## src/rtl/vga_overlay_pkg.sv

```systemverilog
// Shared constants and types for the VGA cursor overlay stage.
package vga_overlay_pkg;

    localparam int H_ACTIVE = 640;
    localparam int V_ACTIVE = 480;
    localparam int POS_W    = 10;

    localparam int COLOR_W  = 8;
    localparam int RGB_W    = 3 * COLOR_W;

    localparam logic [1:0] CUR_TRANSP = 2'd0;
    localparam logic [1:0] CUR_COL0   = 2'd1;
    localparam logic [1:0] CUR_COL1   = 2'd2;
    localparam logic [1:0] CUR_INV    = 2'd3;

    typedef struct packed {
        logic [COLOR_W-1:0] r;
        logic [COLOR_W-1:0] g;
        logic [COLOR_W-1:0] b;
    } rgb_t;

endpackage

```

## src/rtl/cursor_bitmap_ram.sv

```systemverilog
// Cursor sprite store: simple dual-port, single clock, registered read.
// A read that collides with a write to the same address returns the old code.
module cursor_bitmap_ram #(
    parameter int ADDR_W = 8,
    parameter int DATA_W = 2
) (
    input  logic              clk,
    input  logic              wr_en,
    input  logic [ADDR_W-1:0] wr_addr,
    input  logic [DATA_W-1:0] wr_data,
    input  logic [ADDR_W-1:0] rd_addr,
    output logic [DATA_W-1:0] rd_data
);

    logic [DATA_W-1:0] mem [0:(1<<ADDR_W)-1];

    always_ff @(posedge clk) begin
        if (wr_en) begin
            mem[wr_addr] <= wr_data;
        end
        rd_data <= mem[rd_addr];
    end

endmodule

```

## src/rtl/vga_cursor_overlay.sv

```systemverilog
// Overlays a 16x16 2-bit hardware cursor on the frame-buffer pixel stream.
// Position is tracked from BLANK_n; output is the input re-timed by two clocks.
module vga_cursor_overlay
    import vga_overlay_pkg::rgb_t, vga_overlay_pkg::POS_W, vga_overlay_pkg::COLOR_W,
           vga_overlay_pkg::RGB_W;
#(
    parameter int H_ACTIVE = vga_overlay_pkg::H_ACTIVE,
    parameter int V_ACTIVE = vga_overlay_pkg::V_ACTIVE,
    parameter int CUR_LOG2 = 4
) (
    input  logic                  iVGA_CLK,
    input  logic                  iRST_n,
    input  logic                  iBLANK_n,
    input  logic                  iHS,
    input  logic                  iVS,
    input  logic [COLOR_W-1:0]    iR,
    input  logic [COLOR_W-1:0]    iG,
    input  logic [COLOR_W-1:0]    iB,
    input  logic                  icur_en,
    input  logic [POS_W-1:0]      icur_x,
    input  logic [POS_W-1:0]      icur_y,
    input  logic [RGB_W-1:0]      icol0,
    input  logic [RGB_W-1:0]      icol1,
    input  logic                  ibm_wren,
    input  logic [2*CUR_LOG2-1:0] ibm_addr,
    input  logic [1:0]            ibm_data,
    output logic                  oBLANK_n,
    output logic                  oHS,
    output logic                  oVS,
    output logic [COLOR_W-1:0]    oR,
    output logic [COLOR_W-1:0]    oG,
    output logic [COLOR_W-1:0]    oB
);

    localparam int               AW       = 2 * CUR_LOG2;
    localparam logic [POS_W-1:0] H_LIM    = POS_W'(H_ACTIVE);
    localparam logic [POS_W-1:0] V_LIM    = POS_W'(V_ACTIVE);
    localparam logic [POS_W-1:0] V_LAST   = POS_W'(V_ACTIVE - 1);
    localparam logic [POS_W-1:0] CUR_EDGE = POS_W'(1 << CUR_LOG2);

    function automatic rgb_t mix_pixel(input logic hit, input logic [1:0] code,
                                       input rgb_t pix, input rgb_t c0, input rgb_t c1);
        rgb_t res;
        res = pix;
        if (hit) begin
            case (code)
                vga_overlay_pkg::CUR_COL0: res = c0;
                vga_overlay_pkg::CUR_COL1: res = c1;
                vga_overlay_pkg::CUR_INV:  res = rgb_t'(~pix);
                default:                   res = pix;
            endcase
        end
        return res;
    endfunction

    logic [POS_W-1:0] x, y, sx, sy;
    logic             blank_d, en_s, frame_ok;

    // Position counters and frame-start shadows; cursor stays off until a VS is seen.
    always_ff @(posedge iVGA_CLK or negedge iRST_n) begin
        if (!iRST_n) begin
            x        <= '0;
            y        <= '0;
            blank_d  <= 1'b0;
            en_s     <= 1'b0;
            sx       <= '0;
            sy       <= '0;
            frame_ok <= 1'b0;
        end else begin
            blank_d <= iBLANK_n;
            if (iBLANK_n) begin
                x <= x + POS_W'(1);
            end else begin
                x <= '0;
            end
            if (!iVS) begin
                y        <= '0;
                frame_ok <= 1'b1;
                en_s     <= icur_en;
                sx       <= icur_x;
                sy       <= icur_y;
            end else if (blank_d && !iBLANK_n && y != V_LAST) begin
                y <= y + POS_W'(1);
            end
        end
    end

    logic [POS_W-1:0] dx, dy;
    logic             on_screen, hit_p0;
    logic [AW-1:0]    rd_addr;

    always_comb begin
        dx        = x - sx;
        dy        = y - sy;
        on_screen = (sx < H_LIM) && (sy < V_LIM);
        hit_p0    = en_s && frame_ok && iBLANK_n && on_screen &&
                    (x >= sx) && (y >= sy) && (dx < CUR_EDGE) && (dy < CUR_EDGE);
        rd_addr   = {dy[CUR_LOG2-1:0], dx[CUR_LOG2-1:0]};
    end

    logic [1:0] code_p1;

    cursor_bitmap_ram #(
        .ADDR_W (AW),
        .DATA_W (2)
    ) u_bitmap (
        .clk     (iVGA_CLK),
        .wr_en   (ibm_wren),
        .wr_addr (ibm_addr),
        .wr_data (ibm_data),
        .rd_addr (rd_addr),
        .rd_data (code_p1)
    );

    // Stage 1: register sync, hit flag and pixel alongside the bitmap read.
    logic blank_p1, hs_p1, vs_p1, hit_p1;
    rgb_t pix_p1;

    always_ff @(posedge iVGA_CLK or negedge iRST_n) begin
        if (!iRST_n) begin
            blank_p1 <= 1'b0;
            hs_p1    <= 1'b1;
            vs_p1    <= 1'b1;
            hit_p1   <= 1'b0;
        end else begin
            blank_p1 <= iBLANK_n;
            hs_p1    <= iHS;
            vs_p1    <= iVS;
            hit_p1   <= hit_p0;
        end
    end

    always_ff @(posedge iVGA_CLK) begin
        pix_p1 <= rgb_t'({iR, iG, iB});
    end

    // Stage 2: mix cursor code into the pixel and drive the DAC pins.
    always_ff @(posedge iVGA_CLK or negedge iRST_n) begin
        if (!iRST_n) begin
            oBLANK_n     <= 1'b0;
            oHS          <= 1'b1;
            oVS          <= 1'b1;
            {oR, oG, oB} <= '0;
        end else begin
            oBLANK_n     <= blank_p1;
            oHS          <= hs_p1;
            oVS          <= vs_p1;
            {oR, oG, oB} <= mix_pixel(hit_p1, code_p1, pix_p1, rgb_t'(icol0), rgb_t'(icol1));
        end
    end

endmodule

```

## config.mk

```make
export PLATFORM = sky130hd
export DESIGN_NAME = vga_cursor_overlay
export DESIGN_NICKNAME = d
export VERILOG_FILES = /design/src/rtl/vga_overlay_pkg.sv /design/src/rtl/cursor_bitmap_ram.sv /design/src/rtl/vga_cursor_overlay.sv
export SDC_FILE = /design/constraint.sdc
export NUM_CORES = 1
export LEC_CHECK = 0
export CAP_MARGIN = 20
export CORE_MARGIN = 3
export CORE_UTILIZATION = 55
export CTS_CLUSTER_SIZE = 12
export DETAILED_ROUTE_END_ITERATION = 12
export DONT_BUFFER_PORTS = 1
export PLACE_DENSITY = 0.74
export SLEW_MARGIN = 20
export SYNTH_ARGS = -nofsm -noshare
export SYNTH_HDL_FRONTEND = slang
export SYNTH_SLANG_ARGS = --single-unit
```

## constraint.sdc

```tcl
create_clock -name iVGA_CLK -period 3.15 [get_ports iVGA_CLK]
set_input_delay 0.1575 -clock iVGA_CLK [delete_from_list [all_inputs] [get_ports iVGA_CLK]]
set_output_delay 0.1575 -clock iVGA_CLK [all_outputs]
set_load 0.02 [all_outputs]
```

**Yosys cells after proc, flatten, opt, wreduce, memory -nomap -nowiden**

Memory sizes are Yosys's and may differ from the RTL's. A register that Yosys moved wholly into a read port is not among the register bits.
Cells that the tools add are included.

- Register bits after elaboration: 97
- Bits in writable memories: 512
- Bits of input ports: 109
- Output and inout port bits: 27
- Logic and storage cells: 54
- Memories: 1

Memory list:

| name | words | width | read ports | clocked after memory_dff | wr ports | RTL line | source |
|---|---|---|---|---|---|---|---|
| u_bitmap.mem | 256 | 2 | 1 | 1 | 1 | cursor_bitmap_ram.sv:15 | `logic [DATA_W-1:0] mem [0:(1<<ADDR_W)-1];` |

- Add/sub/neg operators: 4
- Magnitude comparators: 6
- Equality and inequality tests: 5
- Multiplexer cells: 7
- Bitwise logic cells: 1
- Reductions and logical operators: 11

Operator list:

| kind | count |
|---|---|
| 24-bit case mux with 3 select lines | 1 |
| 10-bit two-way mux | 3 |
| 24-bit two-way mux | 1 |
| 24-bit inverter | 1 |
| 10-bit by 1-bit adder with 10-bit output, second input constant | 2 |
| 10-bit >= comparator | 2 |
| 10-bit by 5-bit < comparator with 1-bit output, second input constant | 2 |
| 10-bit subtractor | 2 |
| 1-bit logical AND | 10 |
| 10-bit < comparator, second input constant | 1 |
| 10-bit by 9-bit < comparator with 1-bit output, second input constant | 1 |
| 10-bit by 9-bit inequality test with 1-bit output, second input constant | 1 |
| 2-bit equality test, second input constant | 2 |
| 2-bit by 1-bit equality test with 1-bit output, second input constant | 1 |
| 1-bit two-way mux | 2 |
| 2-bit by 1-bit inequality test with 1-bit output, second input constant | 1 |
| 1-bit logical NOT | 1 |

**Depth between registers and ports, before layout**

- Word-level depth: 7
- Gate-level depth with buffers: 13
- Depth with buffers taken out: 11

**By module**

A second synthesis with hierarchy kept.

- Cells, all modules: 1699
- Area total of the unflattened synthesis: 26248.9 um2

Modules (own cells, without submodules):

| module | times used | cells an instance | area an instance (um2) | sequential area each (um2) |
|---|---|---|---|---|
| cursor_bitmap_ram | 1 | 1242 | 21381.8 | 15414.8 |
| vga_cursor_overlay | 1 | 457 | 4867.2 | 2312.2 |

**Worst setup path before layout**

Ideal clock, no wire load.

- Kind: register to register
- From: reg x[0]
- To: reg u_bitmap.rd_data[1] (read register of u_bitmap.mem)
- Setup time: 130 ps
- Arrival time: 2722 ps
- Data required time: 3020 ps
- Slack: 298 ps
- Stages on the path, launching flop included: 13
- Buffers on the path: 2
- Period minus slack after synthesis: 2852 ps
- Path through: dfrtp_1 > inv_1 > ha_1 > fa_1 > clkbuf_1 > clkbuf_1 > mux4_2 > nand2_1 > nand4_1 > o211ai_2 > nand4_1 > a22oi_1 > o211ai_1

- Longest elaborated chain between the ends: 1

RTL lines:

| element | RTL line | source |
|---|---|---|
| from (decl) | vga_cursor_overlay.sv:56 | `logic [POS_W-1:0] x, y, sx, sy;` |
| from (signal assigned) | vga_cursor_overlay.sv:72 | `x <= x + POS_W'(1);` |
| 10-bit subtractor | vga_cursor_overlay.sv:93 | `dx = x - sx;` |
| to (decl) | cursor_bitmap_ram.sv:12 | `output logic [DATA_W-1:0] rd_data` |

No other way between the ends.
A chain may end at the register's enable or synchronous reset.

**Final worst setup path**

- From: reg sx[0]
- To: reg u_bitmap.rd_data[1] (read register of u_bitmap.mem)

- Longest elaborated chain between the ends: 1

RTL lines:

| element | RTL line | source |
|---|---|---|
| from (decl) | vga_cursor_overlay.sv:56 |  |
| from (signal assigned) | vga_cursor_overlay.sv:80 | `sx <= icur_x;` |
| 10-bit subtractor | vga_cursor_overlay.sv:93 |  |

No other way between the ends.

==> results.md <==
Outcome:
- The run finished, with violations left.
- The checks that failed: hold timing, setup timing.

CTS:
- The worst-case clock buffer depth is 3.
- The insertion delay to the later sink of the worst-skew pair is 580 ps.
- In this run, post-CTS hold repair placed 97 buffers.
- The number of sinks on the clock net is around 610.
- The cell sitting at the root of the clock tree is a clkbuf_16.
- The number of clock buffers added by TritonCTS is 66.
- After clock tree synthesis, the clock-pin slew on the worst setup and hold paths is 60 ps.
- CTS built an H-tree with a depth of 3.
- The clock tree from TritonCTS is built.

Worst setup path:
- The depth of the most critical reg-to-reg path is 12.
- The data required time at the worst endpoint is 3610 ps.
- The endpoint arrival time on the critical path is between 3000 and 4000 ps.
- The startpoint-to-endpoint class of the critical path is reg2reg.
- The most critical setup path has its endpoint at u_bitmap.rd_data[1].
- The slowest stage of the critical path belongs to the cell fa_4.
- The category of cells accounting for the largest share of critical-path delay is adder cells.
- The largest fanout on the critical path is 8.
- STA classifies the critical path startpoint as a flip-flop.
- The critical path runs through a total of 12 cells.
- In this design, the stage delay of the slowest critical-path cell is between 800 and 900 ps.
- The slack of the worst reg-to-reg path is -30 ps.
- In this run the critical register-to-register path is launched from sx[0].
- The worst register-to-register path ends at u_bitmap.rd_data[1].
- The element type at the critical path end is a flip-flop.
- The launching instance or port of the critical path is sx[0].
- The number of buffer and inverter instances along the worst setup path is 3.
- Traced cell by cell, the critical path runs through ha_4 -> fa_4 -> buf_12 -> buf_6 -> clkbuf_16 -> mux4_2 -> nand2_1 -> nand2_1 -> o211ai_1 -> nand4_1 -> a22oi_2 -> o211ai_1.

Synthesis:
- A synthesized cell averages ~15 um2.
- The adder-cell share of the synthesized area is 0.0121.
- In the synthesized netlist the dominant register cell turns out to be edfxtp_1.
- The complex-gate fraction of the synthesized area was 0.0368.
- Of the total synthesized cell area, the portion taken by XOR and XNOR cells is 0.00974.
- The number of storage elements in the synthesis netlist is 611.
- The share of flip-flops with an asynchronous set or reset is 0.119.
- The number of enable-type register cells in the synthesized netlist is roughly 500.
- The number of distinct library cells after synthesis is 52.
- After synthesis, the largest family of logic cells by area is multiplexers.
- The share of synthesized area in the top cell type comes to 0.592.
- The mapped netlist covers approximately 26000 um2.
- Counting every net in the synthesized netlist gives around 1900.
- Ranked by total cell area, the synthesized netlist is headed by edfxtp_1 59%, mux4_2 11%, dfrtp_1 6.7%.
- The biggest area consumer among synthesized cells is edfxtp_1.
- Yosys printed 0 warnings.
- For this run, the register share of the synthesized area comes to 0.683.
- The post-synthesis share of cell area spent on and, or, nand and nor gates is 0.100.
- Measured against the total synthesized area, the mux share comes to 0.131.
- After technology mapping, the gate count stands at roughly 1700.

Power:
- The analysis attributes to cell leakage a power of approximately 10 nW.
- The completed layout was analyzed and its total power is just under 20 mW.
- For this design the ratio of total power to cell area is roughly 660 nW/um2.
- The maximum VDD drop is 0.559 mV.

Floorplanning:
- The floorplan step defined a die boundary enclosing 49800 um2.
- 136 I/O pins were placed.
- The initial cell density of the core is 0.565.
- The height of the chip is between 200 and 250 um.
- The area inside the core boundary is between 40000 and 50000 um2.
- The die is 223 um wide.
- The floorplan has 78 rows.

Placement:
- The weighted congestion reported at the end of routability-driven placement is a little over 0.8.
- The final HPWL from detailed placement is 35700 um.
- The port buffer count is 0.
- Prior to clock tree synthesis, the placed netlist has a worst setup slack of -68.5 ps.

Timing:
- The smallest hold slack is -301 ps.
- Timing would allow up to about 0.31 GHz.
- Clock skew on the completed layout was measured at around 17 ps.
- The post-route clock period utilization is 1.01.
- The total count of max-transition violations in the final report came to 0.
- The aggregate negative setup slack is -29.0 ps.
- After layout, the worst setup slack is -29.0 ps.
- The worst-margin pin slew is about 1100 ps.
- The number of hold-slack violations in the final timing report is 484.
- Setup repair after global routing could not meet its margin everywhere.
- The worst pin sits at a relative slew slack of 0.251.
- The number of setup violations in the final report is 1.
- The minimum period implied by the final worst setup slack is ~3200 ps.

Drt:
- Detailed routing inserted a total of between 15000 and 20000 vias.
- The post-detailed-route via-to-cell ratio is 6.33.
- The number of DRC markers after the initial detailed-route iteration is between 1500 and 2000.
- The count of antenna-violating nets left after detailed routing is 0.
- Dividing the detail-routed wire length by the instance count gives 25.0 um.
- The detailed-route DRC error count is 0.
- The first detailed-routing pass took 5 iterations.
- The detailed-route wire length is ~62000 um.

Global route:
- Entering global routing, the biggest net connects 257 pins.
- The initial antenna violation count is 0.
- The first global-routing pass estimated 94000 um of wire.
- The number of global-route vias before repair came to around 16000.
- The total overflow left after global routing is 0.
- For this run, the total global-route usage over all layers was measured as 0.247.

Layout:
- The post-synthesis to final-layout area growth is 15.0%.
- The number of antenna diodes in the final layout is 0.
- The final core utilization is 0.649.
- The fraction of final layout cells sized beyond drive strength 1 is 0.164.
- The final layout contains around 2000 nets.

Run:
- The number of max-cap violations is 0.

Hold path:
- The startpoint identified for the worst hold timing path is ibm_data[0].
- The min-delay analysis places its worst path in the category in2reg.
-- area by class of cell --
class	count	area, um2
Timing Repair Buffer	154	1600
Tap cell	600	751
Clock buffer	96	1850
Fill cell	3116	16100
Sequential cell	611	17700
Clock inverter	12	96.3
Multi-Input combinational cell	953	7610
Inverter	55	206
-- logic make-up (layout without fill, tap and decap cells) --
logic type | count (synthesis) | count (layout)
AND/OR/NAND/NOR | 600 | 600
XOR/XNOR | 28 | 28
adder cells (fa/ha/maj) | 24 | 24
multiplexers | 177 | 177
AO/OA/AOI/OAI | 124 | 124
flip-flops | 611 | 611
buffers and inverters | 166 | 317
-- sequential cells by signal (all words and copies together), names as in the netlist, 2 cells and up --
signal and flops:
u_bitmap.mem 512, pix_p1 24, sx 10, sy 10, x 10, y 10, oB 8, oG 8
oR 8, u_bitmap.rd_data 2
-- metal layers --
metal / vias up / track usage / routed length, um
met4: 0 / 0.0902 / 2140
met5: - / 0 / 0
met2: 887 / 0.391 / 29800
met3: 159 / 0.0558 / 6180
li1: 6702 / - / -
met1: 7951 / 0.340 / 23900
-- metrics by stage --
stage	area [um2]	hold WS (ps)	instances
floorplan	26000	-138	1730
global placement	26700	-136	2269
detailed placement	26700	-136	2269
CTS	29700	-328	2474
global route	29800	-342	2481
finish	29800	-301	2481
-- cells in the mapped netlist (8+ instances only) --
master    instances
nand3_1          34
xnor2_1          21
a22o_1           48
inv_1            55
o211ai_1         23
mux2_2           22
and2_1           18
nand4_1          46
ha_1             22
nand2_1         174
mux2i_1          26
clkbuf_1         71
buf_2            12
dfrtp_1          69
dfxtp_1          26
and3_1           12
buf_1            17
mux4_2          128
edfxtp_1        512
o21ai_0          10
nor2_1          272
nor2b_1          19
nand2b_1          8
a21oi_1          10
-- how the worst min path moves through the flow --
stage	depth (start not counted)	end
after floorplan	0	blank_p1
after global placement	0	y[8]
after detailed placement	0	y[8]
after CTS	0	u_bitmap.mem[37][0]
after global routing	0	u_bitmap.mem[39][0]
final	0	u_bitmap.mem[39][0]
-- what timing repair did --
action,CTS,global route
setup buffers,0,4
endpoints found under the hold margin,699,512
gates cloned,0,3
resized for setup,4,10
pin swaps,0,6
endpoints found under the setup margin,2,2
-- power by group --
part	switching, mW	internal (mW)	total [mW]
Clock	2.96	4.13	7.09
Combinational	1.91	1.71	3.62
Sequential	0.0931	8.86	8.95
Total	4.97	14.7	19.7
-- layout by cell type, fill, tap and decap left out, types with 3 or more instances in the layout --
cell           synthesis  routed
a21o_1                 6       6
a21oi_1               10      10
a22o_1                48      48
a311oi_1               6       6
and2_1                18      18
and3_1                12      12
buf_12                 0      11
buf_4                  7      42
buf_6                  4       3
clkbuf_1              71      25
clkbuf_16              0      71
clkinv_1               0       5
clkinv_2               0       3
dfrtp_1               69      69
dfstp_2                4       4
dfxtp_1               26      26
dlygate4sd3_1          0      95
edfxtp_1             512     512
ha_1                  22      20
inv_1                 55      54
mux2_2                22      22
mux2i_1               26      26
mux4_2               128     128
nand2_1              174     173
nand2b_1               8       8
nand3_1               34      34
nand4_1               46      46
nor2_1               272     272
nor2b_1               19      19
nor3_1                 3       3
nor4_1                 5       5
o211ai_1              23      23
o211ai_2               3       3
o21a_1                 5       5
o21ai_0               10      10
xnor2_1               21      20
xor2_1                 6       6
No activity file was read; power rests on OpenSTA's default activity.
